--- config.mk ---
export PLATFORM = sky130hd
export DESIGN_NAME = seq_ctrl_flat
export DESIGN_NICKNAME = d
export VERILOG_FILES = /design/src/rtl/seq_ctrl_if.sv /design/src/rtl/seq_ctrl.sv /design/src/flat_wrapper.sv
export SDC_FILE = /design/constraint.sdc
export NUM_CORES = 1
export LEC_CHECK = 0
export CAP_MARGIN = 20
export CORE_UTILIZATION = 30
export CTS_CLUSTER_DIAMETER = 100
export DETAILED_ROUTE_END_ITERATION = 10
export SLEW_MARGIN = 20
export SYNTH_ARGS = -nofsm -noshare
export SYNTH_HDL_FRONTEND = slang
export SYNTH_SLANG_ARGS = --single-unit
--- constraint.sdc ---
create_clock -name clock -period 4.47 [get_ports clock]
set_clock_uncertainty 0.1 [all_clocks]
set_input_delay 0.894 -clock clock [delete_from_list [all_inputs] [get_ports clock]]
set_output_delay 0.894 -clock clock [all_outputs]
set_load 0.01 [all_outputs]
--- src/rtl/seq_ctrl_if.sv ---
// seq_ctrl_if: control/handshake bundle between the sequencer and its datapath, memory and decoder.
interface seq_ctrl_if;
  logic        start_i;
  logic        mem_ready_i;
  logic        op_halt_i;
  logic        op_branch_i;
  logic        op_load_i;
  logic        op_store_i;
  logic        op_alu_i;
  logic        is_br_i;
  logic        mem_req_o;
  logic        mem_we_o;
  logic        ir_we_o;
  logic        pc_we_o;
  logic        pc_sel_o;
  logic        bre_o;
  logic        flag_we_o;
  logic        rf_we_o;
  logic [2:0]  state_o;
  logic [15:0] icount_o;
  logic        fault_o;
  modport master (
    input  start_i, mem_ready_i, op_halt_i, op_branch_i, op_load_i, op_store_i, op_alu_i, is_br_i,
    output mem_req_o, mem_we_o, ir_we_o, pc_we_o, pc_sel_o, bre_o, flag_we_o, rf_we_o,
    output state_o, icount_o, fault_o
  );
  modport slave (
    output start_i, mem_ready_i, op_halt_i, op_branch_i, op_load_i, op_store_i, op_alu_i, is_br_i,
    input  mem_req_o, mem_we_o, ir_we_o, pc_we_o, pc_sel_o, bre_o, flag_we_o, rf_we_o,
    input  state_o, icount_o, fault_o
  );
endinterface

--- src/rtl/seq_ctrl.sv ---
// seq_ctrl: multicycle instruction sequencer with memory-wait watchdog and retired-instruction counter.
module seq_ctrl #(
  parameter int unsigned WAIT_MAX   = 15,
  parameter logic [15:0] ICOUNT_RST = 16'h0000
) (
  input logic        clock,
  input logic        n_rst,
  seq_ctrl_if.master bus_io
);
  localparam logic [2:0] S_IDLE   = 3'd0;
  localparam logic [2:0] S_FETCH  = 3'd1;
  localparam logic [2:0] S_DECODE = 3'd2;
  localparam logic [2:0] S_EXEC   = 3'd3;
  localparam logic [2:0] S_MEM    = 3'd4;
  localparam logic [2:0] S_WB     = 3'd5;
  localparam logic [2:0] S_HALT   = 3'd6;
  localparam logic [2:0] S_FAULT  = 3'd7;
  localparam logic [2:0] C_NOP  = 3'd0;
  localparam logic [2:0] C_HALT = 3'd1;
  localparam logic [2:0] C_BR   = 3'd2;
  localparam logic [2:0] C_LD   = 3'd3;
  localparam logic [2:0] C_ST   = 3'd4;
  localparam logic [2:0] C_ALU  = 3'd5;
  logic [2:0]  state_q, state_d;
  logic [2:0]  cls_q, cls_d, dec_cls;
  logic [7:0]  wait_q, wait_d;
  logic [15:0] icount_q, icount_d;
  logic        mem_phase, timeout;
  logic        mem_req, mem_we, ir_we, pc_we, pc_sel, bre, flag_we, rf_we;
  assign dec_cls = bus_io.op_halt_i   ? C_HALT :
                   bus_io.op_branch_i ? C_BR   :
                   bus_io.op_load_i   ? C_LD   :
                   bus_io.op_store_i  ? C_ST   :
                   bus_io.op_alu_i    ? C_ALU  : C_NOP;
  assign mem_phase = state_q == S_FETCH || state_q == S_MEM;
  // A ready memory in the last allowed wait cycle still completes normally.
  assign timeout = wait_q == 8'(WAIT_MAX) && !bus_io.mem_ready_i;
  always_comb begin
    state_d = state_q;
    cls_d   = cls_q;
    mem_req = 1'b0;
    mem_we  = 1'b0;
    ir_we   = 1'b0;
    pc_we   = 1'b0;
    pc_sel  = 1'b0;
    bre     = 1'b0;
    flag_we = 1'b0;
    rf_we   = 1'b0;
    case (state_q)
      S_IDLE: state_d = bus_io.start_i ? S_FETCH : S_IDLE;
      S_FETCH: begin
        mem_req = 1'b1;
        ir_we   = bus_io.mem_ready_i;
        pc_we   = bus_io.mem_ready_i;
        state_d = bus_io.mem_ready_i ? S_DECODE : timeout ? S_FAULT : S_FETCH;
      end
      S_DECODE: begin
        cls_d   = dec_cls;
        state_d = dec_cls == C_HALT ? S_HALT : S_EXEC;
      end
      S_EXEC: case (cls_q)
        C_BR: begin
          bre     = 1'b1;
          pc_sel  = 1'b1;
          pc_we   = bus_io.is_br_i;
          state_d = S_FETCH;
        end
        C_ALU: begin
          flag_we = 1'b1;
          state_d = S_WB;
        end
        C_LD, C_ST: state_d = S_MEM;
        C_NOP:      state_d = S_FETCH;
        default:    state_d = S_FAULT;
      endcase
      S_MEM: begin
        mem_req = 1'b1;
        mem_we  = cls_q == C_ST;
        state_d = bus_io.mem_ready_i ? (cls_q == C_LD ? S_WB : S_FETCH) : timeout ? S_FAULT : S_MEM;
      end
      S_WB: begin
        rf_we   = 1'b1;
        state_d = S_FETCH;
      end
      S_HALT:  state_d = S_HALT;
      S_FAULT: state_d = S_FAULT;
      default: state_d = S_FAULT;
    endcase
  end
  // Counter restarts on every state change, so entering FETCH/MEM always begins at zero.
  assign wait_d = (mem_phase && !bus_io.mem_ready_i && state_d == state_q) ? wait_q + 8'd1 : 8'd0;
  assign icount_d = (state_d == S_FETCH && (state_q == S_EXEC || state_q == S_MEM || state_q == S_WB))
                  ? icount_q + 16'd1 : icount_q;
  always_ff @(posedge clock or negedge n_rst) begin
    if (!n_rst) begin
      state_q  <= S_IDLE;
      cls_q    <= C_NOP;
      wait_q   <= 8'd0;
      icount_q <= ICOUNT_RST;
    end else begin
      state_q  <= state_d;
      cls_q    <= cls_d;
      wait_q   <= wait_d;
      icount_q <= icount_d;
    end
  end
  assign bus_io.mem_req_o = mem_req;
  assign bus_io.mem_we_o  = mem_we;
  assign bus_io.ir_we_o   = ir_we;
  assign bus_io.pc_we_o   = pc_we;
  assign bus_io.pc_sel_o  = pc_sel;
  assign bus_io.bre_o     = bre;
  assign bus_io.flag_we_o = flag_we;
  assign bus_io.rf_we_o   = rf_we;
  assign bus_io.state_o   = state_q;
  assign bus_io.icount_o  = icount_q;
  assign bus_io.fault_o   = state_q == S_FAULT;
endmodule
--- src/flat_wrapper.sv ---
// flat-port wrapper written by rule: the top's interface ports become plain ports
module seq_ctrl_flat 
#(
  parameter int unsigned WAIT_MAX   = 15,
  parameter logic [15:0] ICOUNT_RST = 16'h0000
)
  (clock, n_rst, bus_io_start_i, bus_io_mem_ready_i, bus_io_op_halt_i, bus_io_op_branch_i, bus_io_op_load_i, bus_io_op_store_i, bus_io_op_alu_i, bus_io_is_br_i, bus_io_mem_req_o, bus_io_mem_we_o, bus_io_ir_we_o, bus_io_pc_we_o, bus_io_pc_sel_o, bus_io_bre_o, bus_io_flag_we_o, bus_io_rf_we_o, bus_io_state_o, bus_io_icount_o, bus_io_fault_o);
  seq_ctrl_if bus_io_i ();
  input logic clock;
  input logic n_rst;
  input wire logic [$bits(bus_io_i.start_i)-1:0] bus_io_start_i;
  input wire logic [$bits(bus_io_i.mem_ready_i)-1:0] bus_io_mem_ready_i;
  input wire logic [$bits(bus_io_i.op_halt_i)-1:0] bus_io_op_halt_i;
  input wire logic [$bits(bus_io_i.op_branch_i)-1:0] bus_io_op_branch_i;
  input wire logic [$bits(bus_io_i.op_load_i)-1:0] bus_io_op_load_i;
  input wire logic [$bits(bus_io_i.op_store_i)-1:0] bus_io_op_store_i;
  input wire logic [$bits(bus_io_i.op_alu_i)-1:0] bus_io_op_alu_i;
  input wire logic [$bits(bus_io_i.is_br_i)-1:0] bus_io_is_br_i;
  output wire logic [$bits(bus_io_i.mem_req_o)-1:0] bus_io_mem_req_o;
  output wire logic [$bits(bus_io_i.mem_we_o)-1:0] bus_io_mem_we_o;
  output wire logic [$bits(bus_io_i.ir_we_o)-1:0] bus_io_ir_we_o;
  output wire logic [$bits(bus_io_i.pc_we_o)-1:0] bus_io_pc_we_o;
  output wire logic [$bits(bus_io_i.pc_sel_o)-1:0] bus_io_pc_sel_o;
  output wire logic [$bits(bus_io_i.bre_o)-1:0] bus_io_bre_o;
  output wire logic [$bits(bus_io_i.flag_we_o)-1:0] bus_io_flag_we_o;
  output wire logic [$bits(bus_io_i.rf_we_o)-1:0] bus_io_rf_we_o;
  output wire logic [$bits(bus_io_i.state_o)-1:0] bus_io_state_o;
  output wire logic [$bits(bus_io_i.icount_o)-1:0] bus_io_icount_o;
  output wire logic [$bits(bus_io_i.fault_o)-1:0] bus_io_fault_o;
  assign bus_io_i.start_i = bus_io_start_i;
  assign bus_io_i.mem_ready_i = bus_io_mem_ready_i;
  assign bus_io_i.op_halt_i = bus_io_op_halt_i;
  assign bus_io_i.op_branch_i = bus_io_op_branch_i;
  assign bus_io_i.op_load_i = bus_io_op_load_i;
  assign bus_io_i.op_store_i = bus_io_op_store_i;
  assign bus_io_i.op_alu_i = bus_io_op_alu_i;
  assign bus_io_i.is_br_i = bus_io_is_br_i;
  assign bus_io_mem_req_o = bus_io_i.mem_req_o;
  assign bus_io_mem_we_o = bus_io_i.mem_we_o;
  assign bus_io_ir_we_o = bus_io_i.ir_we_o;
  assign bus_io_pc_we_o = bus_io_i.pc_we_o;
  assign bus_io_pc_sel_o = bus_io_i.pc_sel_o;
  assign bus_io_bre_o = bus_io_i.bre_o;
  assign bus_io_flag_we_o = bus_io_i.flag_we_o;
  assign bus_io_rf_we_o = bus_io_i.rf_we_o;
  assign bus_io_state_o = bus_io_i.state_o;
  assign bus_io_icount_o = bus_io_i.icount_o;
  assign bus_io_fault_o = bus_io_i.fault_o;
  seq_ctrl #(.WAIT_MAX(WAIT_MAX), .ICOUNT_RST(ICOUNT_RST)) u_core (.clock(clock), .n_rst(n_rst), .bus_io(bus_io_i));
endmodule
==> results of run 1 <==
cell families (layout without fill, tap and decap cells):
group | after synthesis | count (layout) | synth area share [%]
buffers and inverters | 13 | 53 | 4.33
adder cells (fa/ha/maj) | 2 | 2 | 1.44
flip-flops | 30 | 30 | 43.3
XOR/XNOR | 21 | 21 | 10.6
multiplexers | 1 | 1 | 0.866
AO/OA/AOI/OAI | 19 | 19 | 8.88
AND/OR/NAND/NOR | 77 | 77 | 30.5
sequential cells by signal, indices dropped and copies added (netlist names):
signal	flops
u_core.bus_io.state_o	3
u_core.wait_q	8
u_core.cls_q	3
u_core.bus_io.icount_o	16
cell type report:
cell class	count	area [sq um]
Timing Repair Buffer	38	378
Fill cell	566	3290
Clock inverter	2	12.5
Multi-Input combinational cell	120	907
Clock buffer	6	82.6
Inverter	7	26.3
Sequential cell	30	751
Tap cell	72	90.1
cell usage after synthesis, drive strengths merged, types with 3 or more instances:
cell,instances,area (sq um)
o21ai,4,27.5
inv,7,26.3
nor3b,3,27.5
and4,3,26.3
nand3,7,35.0
nor4,6,68.8
nor2,12,45.0
nor3,12,85.1
xnor2,6,52.6
nand4,4,31.3
nand3b,3,26.3
nor4b,3,26.3
dfrtp,30,751
buf,5,45.0
nand2b,3,26.3
xor2,15,131
a21oi,5,28.8
o31ai,3,36.3
and3,5,31.3
nand2,11,41.3
metal layers:
metal | vias up | track usage (%)
met2 | 34 | 19.5
met3 | 8 | 3.18
met4 | 0 | 6.30
li1 | 664 | -
met5 | - | 0
met1 | 618 | 16.8
report_power, final:
group | switching, mW | total [mW] | internal, mW
logic | 0.00979 | 0.0186 | 0.00882
clock network | 0.106 | 0.229 | 0.124
registers | 0.00106 | 0.273 | 0.272
worst max-delay path by stage:
stage                              from         endpoint  slack [ns]
2_1_floorplan  u_core.bus_io.state_o[2]  bus_io_pc_sel_o        1.80
3_3_place_gp         bus_io_mem_ready_i   bus_io_pc_we_o        1.25
3_5_place_dp         bus_io_mem_ready_i   bus_io_pc_we_o        1.23
4_1_cts        u_core.bus_io.state_o[1]   bus_io_pc_we_o        1.02
5_1_grt        u_core.bus_io.state_o[1]   bus_io_pc_we_o        0.78
6_report       u_core.bus_io.state_o[1]   bus_io_pc_we_o        1.02
through the flow:
stage	instances	power (mW)	hold WS, ns	utilization (%)
4_1_cts	275	0.533	0.363	40.6
5_1_grt	275	0.545	0.387	40.6
2_1_floorplan	163	0.281	0.333	-
3_5_place_dp	267	0.298	0.354	38.8
6_report	275	0.521	0.361	40.6
3_3_place_gp	267	0.297	0.347	38.8
==> results_dict.tcl, run 1 <==
set metrics [dict create \
    outcome "completed" \
    layout-drive-gt1-share_pct 15.3 \
    nNetsFinal 214 \
    grt_pass1_vias 1271 \
    drt_wl_total_um 3500 \
    max_freq_mhz 290 \
    die_area_sq_um 6080 \
    initial_core_util_pct 31.3 \
    final_common_cell "clkdlybuf4s50_1" \
    route.met3.wl_um 150 \
    grt_max_degree 31 \
    cts_root_buf "clkbuf_8" \
    wl_met1_um 1730 \
    grt.total_usage_pct 12.8 \
    hold_depth 1 \
    viasPerCell 4.81 \
    period_share_pct 77.1 \
    slew_headroom_pct 59.7 \
    hold_viol_final 0 \
    insertedDiodeCount 0 \
    synth-edff-count 0 \
    hp-class "flop to flop" \
    setup.worst_path.end_class "output pin" \
    yosysUniqueCellTypes 46 \
    setup_slack_ns 1.02 \
    wl_per_cell_um 12.7 \
    stdcell_area_sq_um 2250 \
    drt_iter0_drc 46 \
    max_stage_delay_ns 0.73 \
    setup_viol 0 \
    reg2regPathDepth 5 \
    ys_seq_area_share_pct 43.3 \
    r2r_end "u_core.bus_io.icount_o[1]" \
    grt_overflow 0 \
    hold_end "u_core.wait_q[0]" \
    core_sq_um 5540 \
    rsz0062_at_grt "false" \
    dp_worst_setup_slack_ns 1.23 \
    worst_path_max_delay_cell "dfrtp_1" \
    crit_type "flop to output pin" \
    power.density_nw_per_um2 232 \
    required_ns 3.48 \
    ys_ff_latch 30 \
    path_buf_inv 1 \
    slew_violations 0 \
    syn_area_sq_um 1730 \
    rrSetupSlack_ns 2.06 \
    min_from "u_core.wait_q[0]" \
    ant_nets 0 \
    final_cell_mix "clkdlybuf4s50_1, dfrtp_1, xor2_1" \
    cts_hold_buffers 0 \
    drc_errors 0 \
    core.rowCount 27 \
    dp_hpwl_um 2510 \
    cts_resized 0 \
    fin_setup_tns_ns 0 \
    critical_path.max_fanout 17 \
    ys.flop_type "dfrtp_1" \
    crit_path_start_kind "flop" \
    num_vias 1324 \
    grt_pass1_wl_um 6010 \
    async_flop_share_pct 100 \
    crit_chain "nand3b_2 -> nor4b_1 -> nand2_1 -> nand2_1 -> clkdlybuf4s50_1" \
    drtPass1Iterations 4 \
    cts_tree "built" \
    wl_met2_um 1550 \
    maxUsedRoutingLayer "met4" \
    io_buffers 37 \
    postSynthAreaPerCell_sq_um 10.6 \
    areaGrowthSynthToFinish_pct 29.7 \
    postPlaceCellArea_sq_um 2150 \
    die_width_um 78 \
    postCtsSetupRepairBufs 0 \
    synthCells 163 \
    antenna_found_initial 0 \
    leakage_nw 0.945 \
    irDropWorstVdd_mv 0.133 \
    min_period_ns 3.45 \
    worst_pin_slew_ns 0.604 \
    cp_top_family "simple AND/OR/NAND/NOR gates" \
    drv_cap 0 \
    rr_startpoint "u_core.bus_io.state_o[0]" \
    fp.dieH_um 78 \
    worst-path-stages 5 \
    cts.htree.levels 2 \
    place_congestion 0.728 \
    cts_buffer_depth 2 \
    clk_latency_ns 0.29 \
    cpMostUsedCell "nand2_1" \
    clk_pin_slew_ns 0.07 \
    yosysWarnings 0 \
    cp.arrival_ns 2.45 \
    syn-num-nets 175 \
    clock-sinks 30 \
    cts_buffers 5 \
    num_io_pins 38 \
]
(Power assumes the default switching activity.)
==> run 2: changes to the inputs <==
- clock period: 4.47 -> 3.04 ns (I/O delays scaled with it)
==> run 2 against run 1 <==
Sequential power increased by 47%. Clock power increased by 72%. Die area unchanged. Count of clock-buffer cells in the layout decreased by 1. First-iteration DRC count decreased by 59%. Combinational power increased by 48%. Utilization increased by 1.0 points. Final area increased by 2.6%. Via count increased by 1.3%.
==> results_dict.tcl, run 2 (synthesis gave the netlist of run 1 again) <==
set metrics [dict create \
    crit_path_start_kind "flop" \
    grt_pass1_vias 1317 \
    leakage_nw 0.978 \
    rsz0062_at_grt "false" \
    slew_headroom_pct 64.2 \
    grt_max_degree 31 \
    dp_hpwl_um 2610 \
    cpMostUsedCell "nand2_1" \
    drc_errors 0 \
    worst_path_max_delay_cell "clkdlybuf4s50_1" \
    place_congestion 0.704 \
    hold_depth 1 \
    setup.worst_path.end_class "output pin" \
    insertedDiodeCount 0 \
    cts_hold_buffers 0 \
    clk_pin_slew_ns 0.07 \
    setup_viol 0 \
    final_cell_mix "clkdlybuf4s50_1, dfrtp_1, xor2_1" \
    min_from "u_core.wait_q[0]" \
    drt_wl_total_um 3640 \
    fin_setup_tns_ns 0 \
    min_period_ns 2.71 \
    slew_violations 0 \
    cp.arrival_ns 2.00 \
    hp-class "flop to flop" \
    worst_pin_slew_ns 0.531 \
    postCtsSetupRepairBufs 0 \
    gr-usage-met2_pct 19.5 \
    fill_cells 558 \
    grt_pass1_wl_um 6270 \
    critical_path.max_fanout 4 \
    path_buf_inv 1 \
    drtPass1Iterations 5 \
    reg2regPathDepth 7 \
    grt_use_met3_pct 4.82 \
    layout-drive-gt1-share_pct 17.8 \
    max_stage_delay_ns 0.53 \
    grt.total_usage_pct 13.2 \
    rr_startpoint "u_core.wait_q[0]" \
    cts.htree.levels 2 \
    cts_buffer_depth 2 \
    grt_overflow 0 \
    ant_nets 0 \
    clk_latency_ns 0.29 \
    drt_iter0_drc 19 \
    areaGrowthSynthToFinish_pct 33.0 \
    wl_per_cell_um 13.0 \
    initial_core_util_pct 31.3 \
    cts_buffers 5 \
    core.rowCount 27 \
    drv_cap 0 \
    nNetsFinal 219 \
    r2r_end "u_core.bus_io.icount_o[14]" \
    viasPerCell 4.79 \
    crit_type "flop to output pin" \
    busiest_layer "met2" \
    num_io_pins 38 \
    hold_end "u_core.wait_q[0]" \
    crit_chain "nand3b_2 -> nor4b_2 -> nand2_1 -> nand2_1 -> clkdlybuf4s50_1" \
    cp_top_family "simple AND/OR/NAND/NOR gates" \
    num_vias 1341 \
    outcome "completed" \
    hold_viol_final 0 \
    io_buffers 37 \
    final_common_cell "clkdlybuf4s50_1" \
    cts_root_buf "clkbuf_8" \
    cts_tree "built" \
    die_area_sq_um 6080 \
    core_sq_um 5540 \
    fp.dieH_um 78 \
    rrSetupSlack_ns 0.87 \
    timing.hold.ws_ns 0.361 \
    die_width_um 78 \
    antenna_found_initial 0 \
    required_ns 2.33 \
    max_freq_mhz 369 \
    use_met1_pct 18.1 \
    irDropWorstVdd_mv 0.183 \
    clock-sinks 30 \
    largest_reg_flops 16 \
    period_share_pct 89.1 \
    power.density_nw_per_um2 357 \
]
==> run 2: changes by cell type in the layout (fill, tap and decap cells not counted) <==
cell,delta
buf_4,+5
bufinv_16,+1
clkbuf_8,-1
clkinv_2,+1
clkinvlp_4,-1
nor4b_1,-1
nor4b_2,+1
==> run 2: worst max path at each step <==
stage	end	cells after the start	start
CTS	bus_io_pc_we_o	5	u_core.bus_io.state_o[2]
global route	bus_io_pc_we_o	5	u_core.bus_io.state_o[2]
detailed placement	u_core.bus_io.icount_o[2]	7	bus_io_mem_ready_i
finish	bus_io_pc_we_o	5	u_core.bus_io.state_o[2]
global placement	u_core.bus_io.icount_o[4]	7	bus_io_mem_ready_i
floorplan	bus_io_pc_sel_o	4	u_core.bus_io.state_o[2]
==> run 2: area by class of cell <==
cell class	instances	area, sq um	area share, %
Inverter	7	26.3	1.14
Clock buffer	5	68.8	2.99
Clock inverter	3	40.0	1.74
Timing Repair Buffer	43	415	18.0
Multi-Input combinational cell	120	913	39.6
Sequential cell	30	751	32.6
Tap cell	72	90.1	3.91
==> run 2: where the power goes <==
group | internal [mW] | switching, mW
registers | 0.400 | 0.00181
clock network | 0.241 | 0.153
logic | 0.0130 | 0.0147
total | 0.654 | 0.170
==> run 2: per-layer routing <==
layer	vias up	routed length, um
li1	670	-
met3	4	152
met2	23	1630
met4	0	17
met5	-	0
met1	644	1840
==> run 2: stage by stage <==
step / cell area (sq um) / setup WS, ns / total power, mW / util [%] / cells
after floorplan: 1730 / 0.657 / 0.413 / - / 163
after global placement: 2190 / 0.409 / 0.437 / 39.5 / 272
after detailed placement: 2190 / 0.383 / 0.437 / 39.5 / 272
after CTS: 2300 / 0.151 / 0.837 / 41.5 / 280
after global routing: 2300 / 0.190 / 0.863 / 41.6 / 280
final: 2300 / 0.332 / 0.823 / 41.6 / 280
==> run 2: what timing repair did <==
| action | in CTS | in global routing |
|---|---|---|
| resized for setup | 0 | 1 |
| endpoints found under the hold margin | 0 | 0 |
| endpoints found under the setup margin | 0 | 1 |
